===== config.mk =====
export PLATFORM = sky130hd
export DESIGN_NAME = ise_dispatch_flat
export DESIGN_NICKNAME = d
export VERILOG_FILES = /design/src/rtl/ise_dispatch_pkg.sv /design/src/rtl/ise_dispatch_if.sv /design/src/rtl/ise_dispatch_decode.sv /design/src/rtl/ise_dispatch.sv /design/src/flat_wrapper.sv
export SDC_FILE = /design/constraint.sdc
export NUM_CORES = 1
export LEC_CHECK = 0
export CAP_MARGIN = 40
export CORE_AREA = 4 4 166 168
export DETAILED_ROUTE_END_ITERATION = 6
export DIE_AREA = 0 0 170 172
export MAX_ROUTING_LAYER = met4
export PLACE_DENSITY = 0.75
export SLEW_MARGIN = 40
export SYNTH_ARGS = -nofsm -noshare
export SYNTH_HDL_FRONTEND = slang
export SYNTH_SLANG_ARGS = --single-unit

===== constraint.sdc =====
create_clock -name ise_clk -period 8.5 [get_ports ise_clk]
set_input_delay 1.7 -clock ise_clk [delete_from_list [all_inputs] [get_ports ise_clk]]
set_output_delay 1.7 -clock ise_clk [all_outputs]
set_load 0.1 [all_outputs]

===== src/rtl/ise_dispatch_pkg.sv =====
// ise_dispatch_pkg
//   Shared definitions for the bit-manipulation ISE port, used by the
//   dispatcher and by the ISE responder:
//     - FN_* function codes 32..43
//     - RISC-V opcode / funct7 / funct3 constants for the Zbkb subset
//     - dispatcher FSM state encoding (IDLE=0, ISSUE=1, RESP=2)
package ise_dispatch_pkg;

  localparam logic [5:0] FN_ROR   = 6'd32;
  localparam logic [5:0] FN_ROL   = 6'd33;
  localparam logic [5:0] FN_RORI  = 6'd34;
  localparam logic [5:0] FN_ANDN  = 6'd35;
  localparam logic [5:0] FN_ORN   = 6'd36;
  localparam logic [5:0] FN_XNOR  = 6'd37;
  localparam logic [5:0] FN_PACK  = 6'd38;
  localparam logic [5:0] FN_PACKH = 6'd39;
  localparam logic [5:0] FN_RORW  = 6'd40;
  localparam logic [5:0] FN_ROLW  = 6'd41;
  localparam logic [5:0] FN_RORIW = 6'd42;
  localparam logic [5:0] FN_PACKW = 6'd43;

  localparam logic [6:0] OPC_OP        = 7'b0110011;
  localparam logic [6:0] OPC_OP_IMM    = 7'b0010011;
  localparam logic [6:0] OPC_OP_32     = 7'b0111011;
  localparam logic [6:0] OPC_OP_IMM_32 = 7'b0011011;

  localparam logic [6:0] F7_ROT  = 7'b0110000;
  localparam logic [6:0] F7_NEG  = 7'b0100000;
  localparam logic [6:0] F7_PACK = 7'b0000100;

  // RORI carries a 6-bit shamt, so only insn[31:26] is fixed
  localparam logic [5:0] F6_RORI = 6'b011000;

  localparam logic [2:0] F3_ROR   = 3'b101;
  localparam logic [2:0] F3_ROL   = 3'b001;
  localparam logic [2:0] F3_ANDN  = 3'b111;
  localparam logic [2:0] F3_ORN   = 3'b110;
  localparam logic [2:0] F3_XNOR  = 3'b100;
  localparam logic [2:0] F3_PACK  = 3'b100;
  localparam logic [2:0] F3_PACKH = 3'b111;

  typedef enum logic [1:0] {
    ST_IDLE  = 2'd0,
    ST_ISSUE = 2'd1,
    ST_RESP  = 2'd2
  } state_e;

endpackage


===== src/rtl/ise_dispatch_if.sv =====
// ise_dispatch_if
//   Bundles the three channels around the dispatcher:
//     req_*  : instruction request from execute (valid/ready)
//     rsp_*  : writeback to the core (valid/ready)
//     ise_*  : function-code request to the ISE and its result
//   Modports:
//     slave  : the dispatcher's view
//     master : the environment's view (core + ISE)
interface ise_dispatch_if;

  logic        req_valid;
  logic        req_ready;
  logic [31:0] req_insn;
  logic [63:0] req_rs1;
  logic [63:0] req_rs2;

  logic        rsp_valid;
  logic        rsp_ready;
  logic [4:0]  rsp_rd;
  logic [63:0] rsp_data;
  logic        rsp_illegal;
  logic        rsp_timeout;

  logic [5:0]  ise_fn;
  logic [63:0] ise_in1;
  logic [63:0] ise_in2;
  logic        ise_val;
  logic        ise_oval;
  logic [63:0] ise_out;

  modport slave (
    input  req_valid, req_insn, req_rs1, req_rs2, rsp_ready, ise_oval, ise_out,
    output req_ready, rsp_valid, rsp_rd, rsp_data, rsp_illegal, rsp_timeout,
           ise_fn, ise_in1, ise_in2, ise_val
  );

  modport master (
    output req_valid, req_insn, req_rs1, req_rs2, rsp_ready, ise_oval, ise_out,
    input  req_ready, rsp_valid, rsp_rd, rsp_data, rsp_illegal, rsp_timeout,
           ise_fn, ise_in1, ise_in2, ise_val
  );

endinterface


===== src/rtl/ise_dispatch_decode.sv =====
// ise_dispatch_decode
//   Combinational Zbkb decoder: raw instruction -> ISE function code.
//   Ports:
//     i_insn    : raw 32-bit instruction
//     o_fn      : ISE function code (0 when illegal)
//     o_legal   : instruction is one of the twelve ISE operations
//     o_imm_sel : operand 2 is the immediate shamt rather than rs2
//     o_imm     : zero-extended shamt (6 bits for RORI, 5 for RORIW)
module ise_dispatch_decode
  import ise_dispatch_pkg::*;
(
  input  logic [31:0] i_insn,
  output logic [5:0]  o_fn,
  output logic        o_legal,
  output logic        o_imm_sel,
  output logic [5:0]  o_imm
);

  logic [6:0] w_opc;
  logic [6:0] w_f7;
  logic [2:0] w_f3;
  logic       w_unused;

  assign w_opc = i_insn[6:0];
  assign w_f7  = i_insn[31:25];
  assign w_f3  = i_insn[14:12];

  // register-number fields are not part of the function decode
  assign w_unused = ^{i_insn[19:15], i_insn[11:7]};

  always_comb begin
    o_fn      = '0;
    o_legal   = 1'b0;
    o_imm_sel = 1'b0;
    o_imm     = '0;
    case (w_opc)
      OPC_OP: begin
        o_legal = 1'b1;
        case ({w_f7, w_f3})
          {F7_ROT,  F3_ROR}:   o_fn = FN_ROR;
          {F7_ROT,  F3_ROL}:   o_fn = FN_ROL;
          {F7_NEG,  F3_ANDN}:  o_fn = FN_ANDN;
          {F7_NEG,  F3_ORN}:   o_fn = FN_ORN;
          {F7_NEG,  F3_XNOR}:  o_fn = FN_XNOR;
          {F7_PACK, F3_PACK}:  o_fn = FN_PACK;
          {F7_PACK, F3_PACKH}: o_fn = FN_PACKH;
          default:             o_legal = 1'b0;
        endcase
      end
      OPC_OP_IMM: begin
        if (i_insn[31:26] == F6_RORI && w_f3 == F3_ROR) begin
          o_fn      = FN_RORI;
          o_legal   = 1'b1;
          o_imm_sel = 1'b1;
          o_imm     = i_insn[25:20];
        end
      end
      OPC_OP_32: begin
        o_legal = 1'b1;
        case ({w_f7, w_f3})
          {F7_ROT,  F3_ROR}:  o_fn = FN_RORW;
          {F7_ROT,  F3_ROL}:  o_fn = FN_ROLW;
          {F7_PACK, F3_PACK}: o_fn = FN_PACKW;
          default:            o_legal = 1'b0;
        endcase
      end
      OPC_OP_IMM_32: begin
        if (w_f7 == F7_ROT && w_f3 == F3_ROR) begin
          o_fn      = FN_RORIW;
          o_legal   = 1'b1;
          o_imm_sel = 1'b1;
          o_imm     = {1'b0, i_insn[24:20]};
        end
      end
      default: ;
    endcase
  end

endmodule


===== src/rtl/ise_dispatch.sv =====
// ise_dispatch
//   Core-side initiator for the bit-manipulation ISE port. Accepts one Zbkb
//   instruction with rs1/rs2, issues it to the ISE as a function code, and
//   returns the result with rd on a writeback channel. One op in flight.
//   Ports:
//     ise_clk : clock
//     ise_rst : asynchronous active-high reset
//     bus     : ise_dispatch_if.slave (req_*, rsp_*, ise_* channels)
//   Parameter:
//     TIMEOUT_CYC : ISSUE cycles without ise_oval before abort
//   Build option:
//     ISE_TIMEOUT_EN : enables the ISSUE watchdog; when undefined ISSUE waits
//                      indefinitely and rsp_timeout stays 0.
//
//   state | meaning
//   IDLE  | ready for a request
//   ISSUE | ise_val high, operands held, waiting for ise_oval
//   RESP  | rsp_valid high, result held until rsp_ready
module ise_dispatch
  import ise_dispatch_pkg::*;
#(
  parameter int TIMEOUT_CYC = 16
) (
  input logic           ise_clk,
  input logic           ise_rst,
  ise_dispatch_if.slave bus
);

  state_e      r_state;
  state_e      w_state_nxt;
  logic        w_req_ready;
  logic        w_ise_val;
  logic        w_rsp_valid;

  logic [5:0]  w_dec_fn;
  logic        w_dec_legal;
  logic        w_dec_imm_sel;
  logic [5:0]  w_dec_imm;

  logic        w_accept;
  logic        w_take;
  logic        w_to_hit;

  logic [5:0]  r_fn;
  logic [63:0] r_in1;
  logic [63:0] r_in2;
  logic [4:0]  r_rd;
  logic [63:0] r_data;
  logic        r_illegal;
  logic        r_timeout;

  ise_dispatch_decode u_decode (
    .i_insn    (bus.req_insn),
    .o_fn      (w_dec_fn),
    .o_legal   (w_dec_legal),
    .o_imm_sel (w_dec_imm_sel),
    .o_imm     (w_dec_imm)
  );

  assign w_accept = bus.req_valid && w_req_ready;
  // ise_oval only counts while we are actually requesting
  assign w_take   = w_ise_val && bus.ise_oval;

`ifdef ISE_TIMEOUT_EN
  localparam int CNT_W = $clog2(TIMEOUT_CYC + 1);

  logic [CNT_W-1:0] r_cnt;

  always_ff @(posedge ise_clk or posedge ise_rst) begin
    if (ise_rst) begin
      r_cnt <= '0;
    end else if (w_accept) begin
      r_cnt <= '0;
    end else if (w_ise_val && !bus.ise_oval) begin
      r_cnt <= r_cnt + 1'b1;
    end
  end

  // a result arriving on the terminal cycle beats the timeout
  assign w_to_hit = w_ise_val && !bus.ise_oval &&
                    (r_cnt == CNT_W'(TIMEOUT_CYC - 1));
`else
  logic w_unused_cfg;
  assign w_unused_cfg = (TIMEOUT_CYC == 0);
  assign w_to_hit     = 1'b0;
`endif

  always_ff @(posedge ise_clk or posedge ise_rst) begin
    if (ise_rst) begin
      r_state <= ST_IDLE;
    end else begin
      r_state <= w_state_nxt;
    end
  end

  always_comb begin
    w_state_nxt = r_state;
    w_req_ready = 1'b0;
    w_ise_val   = 1'b0;
    w_rsp_valid = 1'b0;
    case (r_state)
      ST_IDLE: begin
        w_req_ready = 1'b1;
        if (bus.req_valid) begin
          w_state_nxt = w_dec_legal ? ST_ISSUE : ST_RESP;
        end
      end
      ST_ISSUE: begin
        w_ise_val = 1'b1;
        if (bus.ise_oval || w_to_hit) begin
          w_state_nxt = ST_RESP;
        end
      end
      ST_RESP: begin
        w_rsp_valid = 1'b1;
        if (bus.rsp_ready) begin
          w_state_nxt = ST_IDLE;
        end
      end
      default: w_state_nxt = ST_IDLE;
    endcase
  end

  always_ff @(posedge ise_clk or posedge ise_rst) begin
    if (ise_rst) begin
      r_fn      <= '0;
      r_in1     <= '0;
      r_in2     <= '0;
      r_rd      <= '0;
      r_data    <= '0;
      r_illegal <= 1'b0;
      r_timeout <= 1'b0;
    end else begin
      if (w_accept) begin
        r_fn      <= w_dec_fn;
        r_in1     <= bus.req_rs1;
        r_in2     <= w_dec_imm_sel ? {58'd0, w_dec_imm} : bus.req_rs2;
        r_rd      <= bus.req_insn[11:7];
        r_data    <= '0;
        r_illegal <= !w_dec_legal;
        r_timeout <= 1'b0;
      end
      if (w_take) begin
        r_data <= bus.ise_out;
      end
      if (w_to_hit) begin
        r_timeout <= 1'b1;
      end
    end
  end

  assign bus.req_ready   = w_req_ready;
  assign bus.rsp_valid   = w_rsp_valid;
  assign bus.rsp_rd      = r_rd;
  assign bus.rsp_data    = r_data;
  assign bus.rsp_illegal = r_illegal;
  assign bus.rsp_timeout = r_timeout;
  assign bus.ise_fn      = r_fn;
  assign bus.ise_in1     = r_in1;
  assign bus.ise_in2     = r_in2;
  assign bus.ise_val     = w_ise_val;

endmodule


===== src/flat_wrapper.sv =====
// flat-port wrapper written by rule: the top's interface ports become plain ports
module ise_dispatch_flat import ise_dispatch_pkg::*;
#(
  parameter int TIMEOUT_CYC = 16
)
  (ise_clk, ise_rst, bus_req_valid, bus_req_insn, bus_req_rs1, bus_req_rs2, bus_rsp_ready, bus_ise_oval, bus_ise_out, bus_req_ready, bus_rsp_valid, bus_rsp_rd, bus_rsp_data, bus_rsp_illegal, bus_rsp_timeout, bus_ise_fn, bus_ise_in1, bus_ise_in2, bus_ise_val);
  ise_dispatch_if bus_i ();
  input logic ise_clk;
  input logic ise_rst;
  input wire logic [$bits(bus_i.req_valid)-1:0] bus_req_valid;
  input wire logic [$bits(bus_i.req_insn)-1:0] bus_req_insn;
  input wire logic [$bits(bus_i.req_rs1)-1:0] bus_req_rs1;
  input wire logic [$bits(bus_i.req_rs2)-1:0] bus_req_rs2;
  input wire logic [$bits(bus_i.rsp_ready)-1:0] bus_rsp_ready;
  input wire logic [$bits(bus_i.ise_oval)-1:0] bus_ise_oval;
  input wire logic [$bits(bus_i.ise_out)-1:0] bus_ise_out;
  output wire logic [$bits(bus_i.req_ready)-1:0] bus_req_ready;
  output wire logic [$bits(bus_i.rsp_valid)-1:0] bus_rsp_valid;
  output wire logic [$bits(bus_i.rsp_rd)-1:0] bus_rsp_rd;
  output wire logic [$bits(bus_i.rsp_data)-1:0] bus_rsp_data;
  output wire logic [$bits(bus_i.rsp_illegal)-1:0] bus_rsp_illegal;
  output wire logic [$bits(bus_i.rsp_timeout)-1:0] bus_rsp_timeout;
  output wire logic [$bits(bus_i.ise_fn)-1:0] bus_ise_fn;
  output wire logic [$bits(bus_i.ise_in1)-1:0] bus_ise_in1;
  output wire logic [$bits(bus_i.ise_in2)-1:0] bus_ise_in2;
  output wire logic [$bits(bus_i.ise_val)-1:0] bus_ise_val;
  assign bus_i.req_valid = bus_req_valid;
  assign bus_i.req_insn = bus_req_insn;
  assign bus_i.req_rs1 = bus_req_rs1;
  assign bus_i.req_rs2 = bus_req_rs2;
  assign bus_i.rsp_ready = bus_rsp_ready;
  assign bus_i.ise_oval = bus_ise_oval;
  assign bus_i.ise_out = bus_ise_out;
  assign bus_req_ready = bus_i.req_ready;
  assign bus_rsp_valid = bus_i.rsp_valid;
  assign bus_rsp_rd = bus_i.rsp_rd;
  assign bus_rsp_data = bus_i.rsp_data;
  assign bus_rsp_illegal = bus_i.rsp_illegal;
  assign bus_rsp_timeout = bus_i.rsp_timeout;
  assign bus_ise_fn = bus_i.ise_fn;
  assign bus_ise_in1 = bus_i.ise_in1;
  assign bus_ise_in2 = bus_i.ise_in2;
  assign bus_ise_val = bus_i.ise_val;
  ise_dispatch #(.TIMEOUT_CYC(TIMEOUT_CYC)) u_core (.ise_clk(ise_clk), .ise_rst(ise_rst), .bus(bus_i));
endmodule

==> flow_summary.toml, run 1 <==
[placed_design]
hpwlAfterDp_um = 19500
port_buffers = 429
place_area_um2 = 11600
gp_congestion = 0.812
dp.cells = 1525
pre_cts_slack_ps = 4510

[logic_synthesis]
yosys.area.top_type_share = 0.638
avgSynthCellArea_um2 = 9.96
synth_top_cell_by_area = "dfrtp_1"
synth_mux_area_frac = 0
ys_types = 48
synth_adder_area_share = 0
synth_top_family_by_area = "simple AND/OR/NAND/NOR gates"
synth-async-reset-ratio = 1.00
ys_ff_latch = 205
synth-edff-count = 0
synth_xor_area_frac = 0.00109
synth_warnings = 0
synth_area_leaders = "dfrtp_1 (64%), nand2_1 (16%), a22o_1 (7.0%), o21ai_1 (4.0%), clkbuf_1 (1.7%)"
netlist_instances = 807
synthSimpleGateAreaFrac = 0.202
yosysSeqAreaShare = 0.638
ys.flop_type = "dfrtp_1"
syn-cell-area_um2 = 8040
synth-compound-area-share = 0.125

[die]
core_area_um2 = 25900
die_h_um = 172
die_w_um = 170
start_util = 0.310
design.die.area_um2 = 29200
rows = 59
boundaryPins = 437

[critical_path]
end_kind = "flop"
crit_fanout = 87
worst_setup_path_start_kind = "primary input"
crit_arrival_ps = 3850
crit_required_ps = 8890
path_class = "in2reg"

[global_routing]
grt_overflow = 0
grt_use_total = 0.180
antenna_found_initial = 0
grt_start_max_net_pins = 127
grt_pass1_vias = 7473
grt_pass1_wl_um = 41200

[clocking]
cts.repair.resized = 0
clock_path_buffers = 3
cts-root-buf = "clkbuf_16"
worstSkewPairLatency_ps = 520
cts_sinks = 205
htreeDepth = 1
cts_made_buffers = 24
clk_pin_slew_ps = 60
hold_buffers = 0
postCtsSetupRepairBufs = 0
cts_tree = "yes"

[detailed_routing]
wl_um = 27600
drtPass1Iterations = 4
wl_per_cell_um = 17.6
drt_iter0_markers = 536
via_per_inst = 4.69
ant_nets = 0
vias = 7355
drcViolationCount = 0

[sta]
slew_headroom = 0.490
fin_hold_ws_ps = 472
finalSetupTns_ps = 0
rsz0062_at_grt = "false"
skew_ps = 12.8
timing.final.ws_setup_ps = 5040
setup_viol = 0
tightest_slew_ps = 766
drv_slew = 0
max_freq_mhz = 289
fin_crit_ps = 3460
hold_violations = 0
period_share = 0.407

[job]
maxCapViolCount = 0

[layout]
drive_above_1_share = 0.216
finalNonFillerCells = 1569
final_nets = 1445
multi_input_area_um2 = 2680
regArea_um2 = 5130
antenna_cells = 0
areaGrowthSynthToFinish_pct = 54.9
stdcell_area_um2 = 12400
fillerInstances = 2416

[pwr]
leakagePower_nw = 6.29
vdd_drop_max_v = 0.000332
power_density_nw_per_um2 = 416

[status]
status = "finished clean"

[hold_path]
hold_path.class = "reg2reg"
==> power breakdown <==
part	internal, mW	switching [mW]
registers	1.23	0.128
logic	0.383	2.32
clock network	0.673	0.436
total	2.29	2.89
==> final timing paths <==
path                                                          from                             endpoint  slack (ps)  depth (start not counted)
worst min-delay path            u_core.bus.ise_in1[15]$_DFFE_PP0P_   u_core.bus.ise_in1[15]$_DFFE_PP0P_         470                          2
max in group asynchronous                                  ise_rst  u_core.bus.rsp_data[43]$_DFFE_PP0P_        5540                          3
min in group asynchronous                                  ise_rst    u_core.bus.ise_in1[8]$_DFFE_PP0P_        1730                          2
worst max-delay path                                 bus_req_valid    u_core.bus.ise_in2[0]$_DFFE_PP0P_        5040                          6
worst min register to register  u_core.bus.ise_in1[15]$_DFFE_PP0P_   u_core.bus.ise_in1[15]$_DFFE_PP0P_         470                          2
worst max register to register       u_core.r_state[0]$_DFFE_PP0P_   u_core.bus.ise_in2[51]$_DFFE_PP0P_        6070                          5
==> layout make-up <==
class	instances	area share
multi-input combinational	544	0.215
tap	335	0.0337
clock buffer	28	0.0519
timing repair buffer	435	0.267
sequential	205	0.412
clock inverter	16	0.0181
inverter	6	0.00281
==> Yosys cell counts, drive strengths merged (2+ instances only) <==
cell,number
a21oi,2
nor3,3
a31oi,2
nor2,9
dfrtp,205
o22ai,2
clkbuf,38
nand2b,2
and2,2
nor4,4
a32oi,2
nand2,340
buf,15
o21ai,65
nand3,18
nand3b,3
or2b,4
inv,6
a22o,64
nor2b,2
==> through the flow <==
stage / power (mW) / util
floorplan: 3.58 / -
global placement: 4.33 / 0.486
detailed placement: 4.10 / 0.447
CTS: 5.23 / 0.480
global route: 5.38 / 0.480
finish: 5.17 / 0.480
==> state kept, by name, summed over array words and instances (netlist names) <==
signal and flops:
u_core.bus.ise_in1 64, u_core.r_state 2, u_core.bus.rsp_rd 5, u_core.bus.ise_fn 5, u_core.bus.rsp_data 64, u_core.bus.rsp_illegal 1
u_core.bus.ise_in2 64
==> cell families (layout without fill, tap and decap cells) <==
group	count (synthesis)	after routing
and+or+nand+nor	396	396
DFF	205	205
AOI/OAI and AO/OA	145	145
buffers and inverters	59	485
other	1	2
xor gates and xnor gates	1	1
==> critical path: stages <==
cell and delay (ps):
clkdlybuf4s50_1 460, nand2_4 480, buf_6 590, nor2_1 270, nand3_1 150, nand3_1 90
==> per-layer routing <==
layer | share of wire | vias to the layer above | GRT usage
met5 | 0 | - | -
met4 | 0.027 | 0 | 0.0517
met3 | 0.071 | 59 | 0.0318
met2 | 0.49 | 311 | 0.293
met1 | 0.41 | 3496 | 0.233
li1 | - | 3489 | -
==> cells in the final DEF (no fill, tap or decap), types with 2 or more instances in the layout <==
master	synthesis	routed
clkinv_2	0	2
nor2b_1	2	2
clkbuf_16	0	24
buf_6	1	3
buf_4	2	3
nand3b_1	3	3
buf_2	4	206
bufinv_16	0	4
clkinv_4	0	2
nor2_1	8	7
nor3_1	3	3
a22o_1	64	64
clkbuf_8	2	3
clkinvlp_4	0	6
o21ai_1	64	64
nor4_1	3	3
or2b_1	3	3
nand3_1	18	18
conb_1	1	2
inv_1	6	5
dfrtp_1	205	205
nand2_4	1	2
clkdlybuf4s50_1	0	223
clkinv_8	0	2
a31oi_1	2	2
a32oi_1	2	2
nand2b_1	2	2
nand2_1	339	338
o22ai_1	2	2
a21oi_1	2	2
No activity file was read; power rests on OpenSTA's default activity.
==> run 2: changes to the inputs <==
Settings changed: PLACE_DENSITY 0.75 to 0.78.
Clock period 8.5 ns to 2.9 ns, I/O delays scaled along.
==> run 2 against run 1 <==
Routed wire length up 1.6%. Sequential share of layout area down 1.7 points. Utilization up 2.1 points. Sequential cell count unchanged. Highest routed layer unchanged. Setup slack worse by 4400 ps. Die area unchanged. Worst hold slack better by 0.51 ps. Total power rose to 3.0 times the previous value. First-iteration DRC count up 5.0%. Clock-buffer cell count up 6. Critical path depth down 4.
==> flow_summary.toml, run 2 (synthesis gave the netlist of run 1 again) <==
[status]
status = "finished clean"

[die]
die_w_um = 170
boundaryPins = 437
die_h_um = 172
design.die.area_um2 = 29200
start_util = 0.310
rows = 59
core_area_um2 = 25900

[detailed_routing]
drcViolationCount = 0
wl_um = 28000
via_per_inst = 4.76
drt_iter0_markers = 563
ant_nets = 0
drtPass1Iterations = 5
vias = 7474
wl_per_cell_um = 17.8

[layout]
stdcell_area_um2 = 13000
final_core_util = 0.501
layout_common_cells = "nand2_1 (338), clkdlybuf4s50_1 (223), buf_4 (212), dfrtp_1 (205)"
areaGrowthSynthToFinish_pct = 61.7
mostFrequentLayoutCell = "nand2_1"
final_nets = 1451
drive_above_1_share = 0.213
fillerInstances = 2324
antenna_cells = 0

[sta]
max_freq_mhz = 438
hold_violations = 0
period_share = 0.788
timing.final.ws_setup_ps = 615
tightest_slew_ps = 729
slew_headroom = 0.514
rsz0062_at_grt = "false"
skew_ps = 8.92
fin_crit_ps = 2280
fin_hold_ws_ps = 472
drv_slew = 0
setup_viol = 0

[global_routing]
grt_pass1_wl_um = 42200
grt_overflow = 0
grt_pass1_vias = 7643
antenna_found_initial = 0
grt_use_total = 0.184
grt_start_max_net_pins = 117

[hold_path]
min_from = "u_core.bus.ise_in1[0]$_DFFE_PP0P_"
hold_path.class = "reg2reg"

[critical_path]
crit_arrival_ps = 1700
critPathSlowestCell = "nor2_1"
crit_chain = "nor2_1 -> buf_4"
slowest_delay_ps = 420
worst_setup_path_start_kind = "flop"
crit_fanout = 4
r2r_start = "u_core.r_state[0]$_DFFE_PP0P_"
end_kind = "output pin"
crit_required_ps = 2320
path_delay_family = "simple AND/OR/NAND/NOR gates"
cp-startpoint = "u_core.r_state[0]$_DFFE_PP0P_"
cp.buffers_inverters = 1
path_class = "reg2out"

[placed_design]
place_area_um2 = 12200
port_buffers = 429
gp_congestion = 0.827
pre_cts_slack_ps = 257
hpwlAfterDp_um = 20500

[job]
maxCapViolCount = 0

[clocking]
cts_sinks = 205
worstSkewPairLatency_ps = 500
cts_tree = "yes"
cts.repair.resized = 0
postCtsSetupRepairBufs = 0
cts_made_buffers = 24
hold_buffers = 0
clk_pin_slew_ps = 60
clock_path_buffers = 3
cts-root-buf = "clkbuf_16"
htreeDepth = 1

[pwr]
finalPower_mw = 15.5
power_density_nw_per_um2 = 1200
leakagePower_nw = 6.39
vdd_drop_max_v = 0.000976
==> run 2: final cells by class <==
type / count / area [µm²] / share of cell area
multi-input cells: 544 / 2680 / 0.206
inverters: 6 / 26.3 / 0.00202
clock inverters: 6 / 110 / 0.00847
repair buffers: 441 / 3940 / 0.304
clock buffers: 34 / 689 / 0.0531
well taps: 335 / 419 / 0.0323
flip-flops and latches: 205 / 5130 / 0.395
==> run 2: worst min-delay path: cells and delay by family (launching register included) <==
kind / cells / cell delay, ps
simple gates: 2 / 100
flops: 1 / 340
==> run 2: routing by layer <==
| layer | global-route usage | vias up | share of wire |
|---|---|---|---|
| li1 | - | 3486 | - |
| met1 | 0.230 | 3594 | 0.39 |
| met2 | 0.306 | 345 | 0.50 |
| met3 | 0.0405 | 49 | 0.085 |
| met4 | 0.0486 | 0 | 0.025 |
| met5 | - | - | 0 |
==> run 2: worst paths after layout <==
check | to | slack [ps] | cells past startpoint
max in group asynchronous | u_core.bus.ise_in1[53]$_DFFE_PP0P_ | 1760 | 3
max reg2reg | u_core.bus.ise_in1[54]$_DFFE_PP0P_ | 900 | 5
min reg2reg | u_core.bus.ise_in1[0]$_DFFE_PP0P_ | 470 | 2
max | bus_req_ready | 620 | 2
min | u_core.bus.ise_in1[0]$_DFFE_PP0P_ | 470 | 2
min in group asynchronous | u_core.bus.ise_in1[43]$_DFFE_PP0P_ | 560 | 3
==> run 2: power breakdown <==
group	switching [mW]	internal (mW)	total (mW)
Combinational	6.85	1.60	8.46
Clock	1.16	1.91	3.07
Sequential	0.420	3.61	4.03
Total	8.43	7.12	15.5
==> run 2: through the flow <==
| step | TNS [ps] | instances |
|---|---|---|
| after global placement | 0 | 1531 |
| after detailed placement | 0 | 1531 |
| after floorplan | -69350 | 808 |
| final | 0 | 1571 |
| after global routing | 0 | 1571 |
| after CTS | 0 | 1571 |
==> run 3: changes to the inputs <==
Clock period 2.9 ns to 2.1 ns, I/O delays scaled along.
==> run 3 against run 2 <==
Design area up 2.8%. Setup slack worse by 440 ps. Critical path type is now in2reg. Sequential cell count unchanged. Global-route usage increased by 0.36 points. Routed wire length grew 2.2%. Final cell count increased by 2.4%. Clock-buffer cell count is 2 lower. Via count rose by 1.4%. First-iteration DRC count decreased by 22%. Die area did not move. Non-clock buffer count is 34 higher.
==> flow_summary.toml, run 3 (synthesis gave the netlist of run 1 again) <==
[global_routing]
antenna_found_initial = 1
grt_pass1_wl_um = 42700
grt_use_total = 0.188
grt_pass1_vias = 7736
grt_start_max_net_pins = 92
grt_overflow = 0

[layout]
mostFrequentLayoutCell = "nand2_1"
final_nets = 1484
fillerInstances = 2285
layout_common_cells = "nand2_1 (338), buf_4 (239), clkdlybuf4s50_1 (223), dfrtp_1 (205)"
areaGrowthSynthToFinish_pct = 66.3
drive_above_1_share = 0.238
final_core_util = 0.516

[detailed_routing]
drtPass1Iterations = 5
ant_nets = 0
wl_um = 28600
vias = 7579
wl_per_cell_um = 17.8
via_per_inst = 4.71
drcViolationCount = 0
drt_iter0_markers = 438

[die]
start_util = 0.310
rows = 59
die_h_um = 172
core_area_um2 = 25900
die_w_um = 170
boundaryPins = 437
design.die.area_um2 = 29200

[sta]
fin_crit_ps = 1930
drv_slew = 0
hold_violations = 0
setup_viol = 0
max_freq_mhz = 519
skew_ps = 8.87
rsz0062_at_grt = "false"
fin_hold_ws_ps = 203
period_share = 0.917
finalSetupTns_ps = 0

[critical_path]
crit_arrival_ps = 2350
reg2reg_setup_slack_ps = 440
crit_required_ps = 2530
worst_setup_path_start_kind = "primary input"
path_class = "in2reg"
r2r_cells = 6
end_kind = "flop"
r2r_start = "u_core.r_state[0]$_DFFE_PP0P_"
r2r-end = "u_core.bus.ise_fn[1]$_DFFE_PP0P_"
crit_fanout = 6

[clocking]
cts_sinks = 205
htreeDepth = 1
cts_made_buffers = 23
hold_buffers = 0
cts-root-buf = "clkbuf_16"
cts.repair.resized = 0
postCtsSetupRepairBufs = 0
clock_path_buffers = 3
worstSkewPairLatency_ps = 510
cts_tree = "yes"
clk_pin_slew_ps = 60

[hold_path]
hold_path.class = "in2async"

[status]
status = "finished clean"

[pwr]
p_seq_frac = 0.259
power_density_nw_per_um2 = 1620
clkPwrFrac = 0.197
combPwrFrac = 0.544
power_switching_mw = 11.7
switching_share = 0.540
leakagePower_nw = 6.59
vdd_drop_max_v = 0.00116
intPower_mw = 9.92

[placed_design]
gp_congestion = 0.888
port_buffers = 429
hpwlAfterDp_um = 21500

[job]
maxCapViolCount = 0
-- run 3: changes by cell type in the layout (fill, tap and decap cells not counted), sizes merged --
cell	previous run	this run
buf	218	252
bufinv	3	4
clkbuf	34	32
clkinv	1	4
clkinvlp	3	2
diode	0	1
inv	5	6
-- run 3: power groups by stage --
stage | sequential, mW | clock, mW | combinational, mW
after global routing | 5.71 | 4.56 | 12.2
after CTS | 5.59 | 4.40 | 11.8
after detailed placement | 5.63 | 0 | 11.8
final | 5.58 | 4.26 | 11.7
after floorplan | 13.1 | 0 | 1.38
after global placement | 5.59 | 0 | 11.7
-- run 3: per-stage QoR --
stage	total power [mW]	cells	instance area (µm²)	worst slack, ps
2_1_floorplan	14.5	808	8060	-978
4_1_cts	21.8	1607	13400	183
3_5_place_dp	17.5	1565	12600	-306
3_3_place_gp	17.3	1565	12600	-286
5_1_grt	22.4	1608	13400	67.4
6_report	21.6	1608	13400	174
-- run 3: critical path, stage by stage --
cell and delay, ps:
clkdlybuf4s50_1 410, or3_1 510, nor2_1 210, a32oi_1 150
or4_1 480, a31oi_1 160
-- run 3: how the worst max path moves through the flow --
stage,start,to,slack [ps]
after CTS,u_core.r_state[0]$_DFFE_PP0P_,bus_ise_val,180
after floorplan,ise_rst,u_core.bus.ise_fn[0]$_DFFE_PP0P_,-980
after global placement,bus_req_insn[31],u_core.bus.ise_fn[0]$_DFFE_PP0P_,-290
final,bus_req_insn[31],u_core.bus.ise_fn[0]$_DFFE_PP0P_,170
after global routing,bus_req_insn[31],u_core.bus.ise_fn[0]$_DFFE_PP0P_,70
after detailed placement,bus_req_insn[31],u_core.bus.ise_fn[0]$_DFFE_PP0P_,-310
-- run 3: final cells by class --
cell class / instances / area (µm²) / area share
inverter: 6 / 26.3 / 0.00197
antenna: 1 / 2.50 / 0.000187
timing repair buffer: 475 / 4290 / 0.321
multi-input combinational: 544 / 2690 / 0.201
tap: 335 / 419 / 0.0314
sequential: 205 / 5130 / 0.384
clock buffer: 32 / 649 / 0.0486
clock inverter: 10 / 156 / 0.0117
-- run 3: metal layers --
layer  global-route usage  vias to the layer above  routed length (µm)  share of wire
met2                0.316                      335               14500           0.50
met1                0.231                     3623               11200           0.39
li1                     -                     3566                   -              -
met3               0.0357                       55                2180          0.076
met5                    -                        -                   0              0
met4               0.0569                        0                 834          0.029
==> RTL change: new RTL, settings of run 3 <==
The 3 states of `state_e` get a one-hot encoding in 3 bits.
--- a/src/rtl/ise_dispatch_pkg.sv
+++ b/src/rtl/ise_dispatch_pkg.sv
@@ -40,8 +40,8 @@
   localparam logic [2:0] F3_PACKH = 3'b111;
 
-  typedef enum logic [1:0] {
-    ST_IDLE  = 2'd0,
-    ST_ISSUE = 2'd1,
-    ST_RESP  = 2'd2
+  typedef enum logic [2:0] {
+    ST_IDLE  = 3'b001,
+    ST_ISSUE = 3'b010,
+    ST_RESP  = 3'b100
   } state_e;
 
Check against the original RTL: no difference found for any inputs over 4 cycles, from zero or initial values and one cycle with ise_rst high; so few cycles prove little.
==> RTL change against run 3 <==
Wire length decreased by 7.9%. Cell count decreased by 8.0%. Total power increased by 0.87%. Worst setup slack got worse by 150 ps. Synthesized area decreased by 2.4%. Critical path depth unchanged. Sequential cell count increased by 1. Highest routed layer unchanged. Design area decreased by 1.4%.
==> RTL change: results (changes against run 3) <==
sequential area share after synthesis 65.7% (+1.9 points); R2R Path End u_core.bus.rsp_data[31]$_DFFE_PP0P_; R2R Path Start u_core.r_state[0]$_DFFE_PP1P_; dpl ws -498 ps (-192 ps); Reg2Reg Setup Slack 330 ps (-110 ps); diodes inserted 0 (-1); ys flop type dfrtp_1; HP Class in2async; gr usage total 17.2% (-1.6 points); cell leakage power 0.00654 uW (-0.79%); WP data arrival 2450 ps (+100 ps); ys async rst share 100% (unchanged); first-pass GRT wire length 39700 um (-7.0%); dpl cell area 0.0124 mm^2 (-1.0%); clk root buf clkbuf_16; Setup Skew 11.3 ps (+2.39 ps); crit start category primary input; top post-synthesis cells by area dfrtp_1, a22o_1, nand2_1, clkbuf_1, mux2i_1; GPL Wtd Cong 0.856 (-3.6%); Worst VDD drop 1760 uV (+52%); Commonest cells post-synth nand2_1, dfrtp_1, a22o_1, clkbuf_1, o21ai_0; worst-path maximum fanout 3 (-3); Worst-Margin Slew 552 ps; Num CTS Buffers 22 (-4.3%); Port-buffer cells 429 (unchanged); dpl hpwl 20000 um (-7.0%); largest net degree at the start of global routing 71 (-23%); Crit. Startpoint bus_req_insn[25]; final WL 26400 um (-7.9%); layout cells sized above 1 27.4% (+3.6 points); Final nets 1357 (-8.6%); cell internal pwr 9830 uW (-0.85%); initial antenna violation count 0 (-1); Ys Warns 0 (unchanged); Initial DRC Count 457 (+4.3%); Worst-Skew Late Latency 490 ps (-20 ps); clk buf depth 3 (unchanged); R2R cell count 5 (-1); H-Tree Depth 1 (unchanged); CTS clk-pin slew, worst paths 60 ps (about the same); vias in the first global route 7243 (-6.4%); outcome finished, final reports clean; synth unique cells 51 (+6.3%); Pre-Repair DR Iteration Count 6 (+1); via count 6991 (-7.8%)
==> RTL change: changes by cell type after synthesis, moves of 5 or more <==
cell and delta:
a22o_1 +58, buf_1 -8, mux2i_1 +5, nand2_1 -115
nand3_1 -17, o21ai_0 +5, o21ai_1 -60
==> RTL change: stage by stage <==
step | std cells | hold WS, ps
5_1_grt | 1479 | 229
2_1_floorplan | 675 | 530
6_report | 1479 | 229
3_5_place_dp | 1437 | 456
3_3_place_gp | 1437 | 450
4_1_cts | 1477 | 216
==> RTL change: worst max-delay path, cell delays in order <==
cell             delay, ps
clkdlybuf4s50_1        470
nor4_4                 300
or4b_4                 540
nor4b_4                270
nor4_1                  90
or3_1                  370
==> RTL change: cell type report <==
| type | instances | area, um^2 |
|---|---|---|
| Clock inverter | 11 | 90.1 |
| Sequential cell | 206 | 5160 |
| Fill cell | 2266 | 12700 |
| Timing Repair Buffer | 477 | 4330 |
| Clock buffer | 29 | 628 |
| Multi-Input combinational cell | 418 | 2540 |
| Inverter | 3 | 15.0 |
| Tap cell | 335 | 419 |
==> RTL change: power by group through the flow <==
| stage | sequential [uW] | clock (uW) | combinational, uW |
|---|---|---|---|
| floorplan | 13500 | 0 | 1690 |
| global placement | 5700 | 0 | 12200 |
| detailed placement | 5740 | 0 | 12300 |
| CTS | 5690 | 3890 | 12400 |
| global route | 5810 | 4050 | 12700 |
| finish | 5690 | 3790 | 12300 |
==> RTL change: worst max-delay path by stage <==
stage / to / slack, ps
after floorplan: u_core.bus.ise_fn[0]$_DFFE_PP0P_ / -990
after global placement: u_core.r_state[2]$_DFFE_PP0P_ / -480
after detailed placement: u_core.r_state[2]$_DFFE_PP0P_ / -500
after CTS: u_core.r_state[2]$_DFFE_PP0P_ / 30
after global routing: u_core.r_state[2]$_DFFE_PP0P_ / -40
final: u_core.r_state[2]$_DFFE_PP0P_ / 30
==> RTL change: kinds of logic (layout without fill, tap and decap cells) <==
logic type / after synthesis / after routing / share of synthesized area [%]
AND/OR/NAND/NOR: 263 / 263 / 14.7
flip-flops: 206 / 206 / 65.7
AO/OA/AOI/OAI: 147 / 147 / 15.8
buffers and inverters: 51 / 520 / 3.00
multiplexers: 5 / 5 / 0.638
other: 1 / 2 / 0.0478
XOR/XNOR: 1 / 1 / 0.112
==> RTL change: repair_timing <==
action                                  4_1_cts  5_1_grt
setup buffers                                 0        2
hold buffers                                  0        0
resized for setup                             0        1
endpoints found under the hold margin         0        0
endpoints found under the setup margin        0        2
==> RTL change: layer usage <==
metal	vias to the layer above	share of wire (%)	global-route usage, %
met5	-	0	-
met1	3398	39	20.6
met3	55	8.0	3.80
met4	0	2.9	5.07
met2	303	50	29.3
li1	3235	-	-
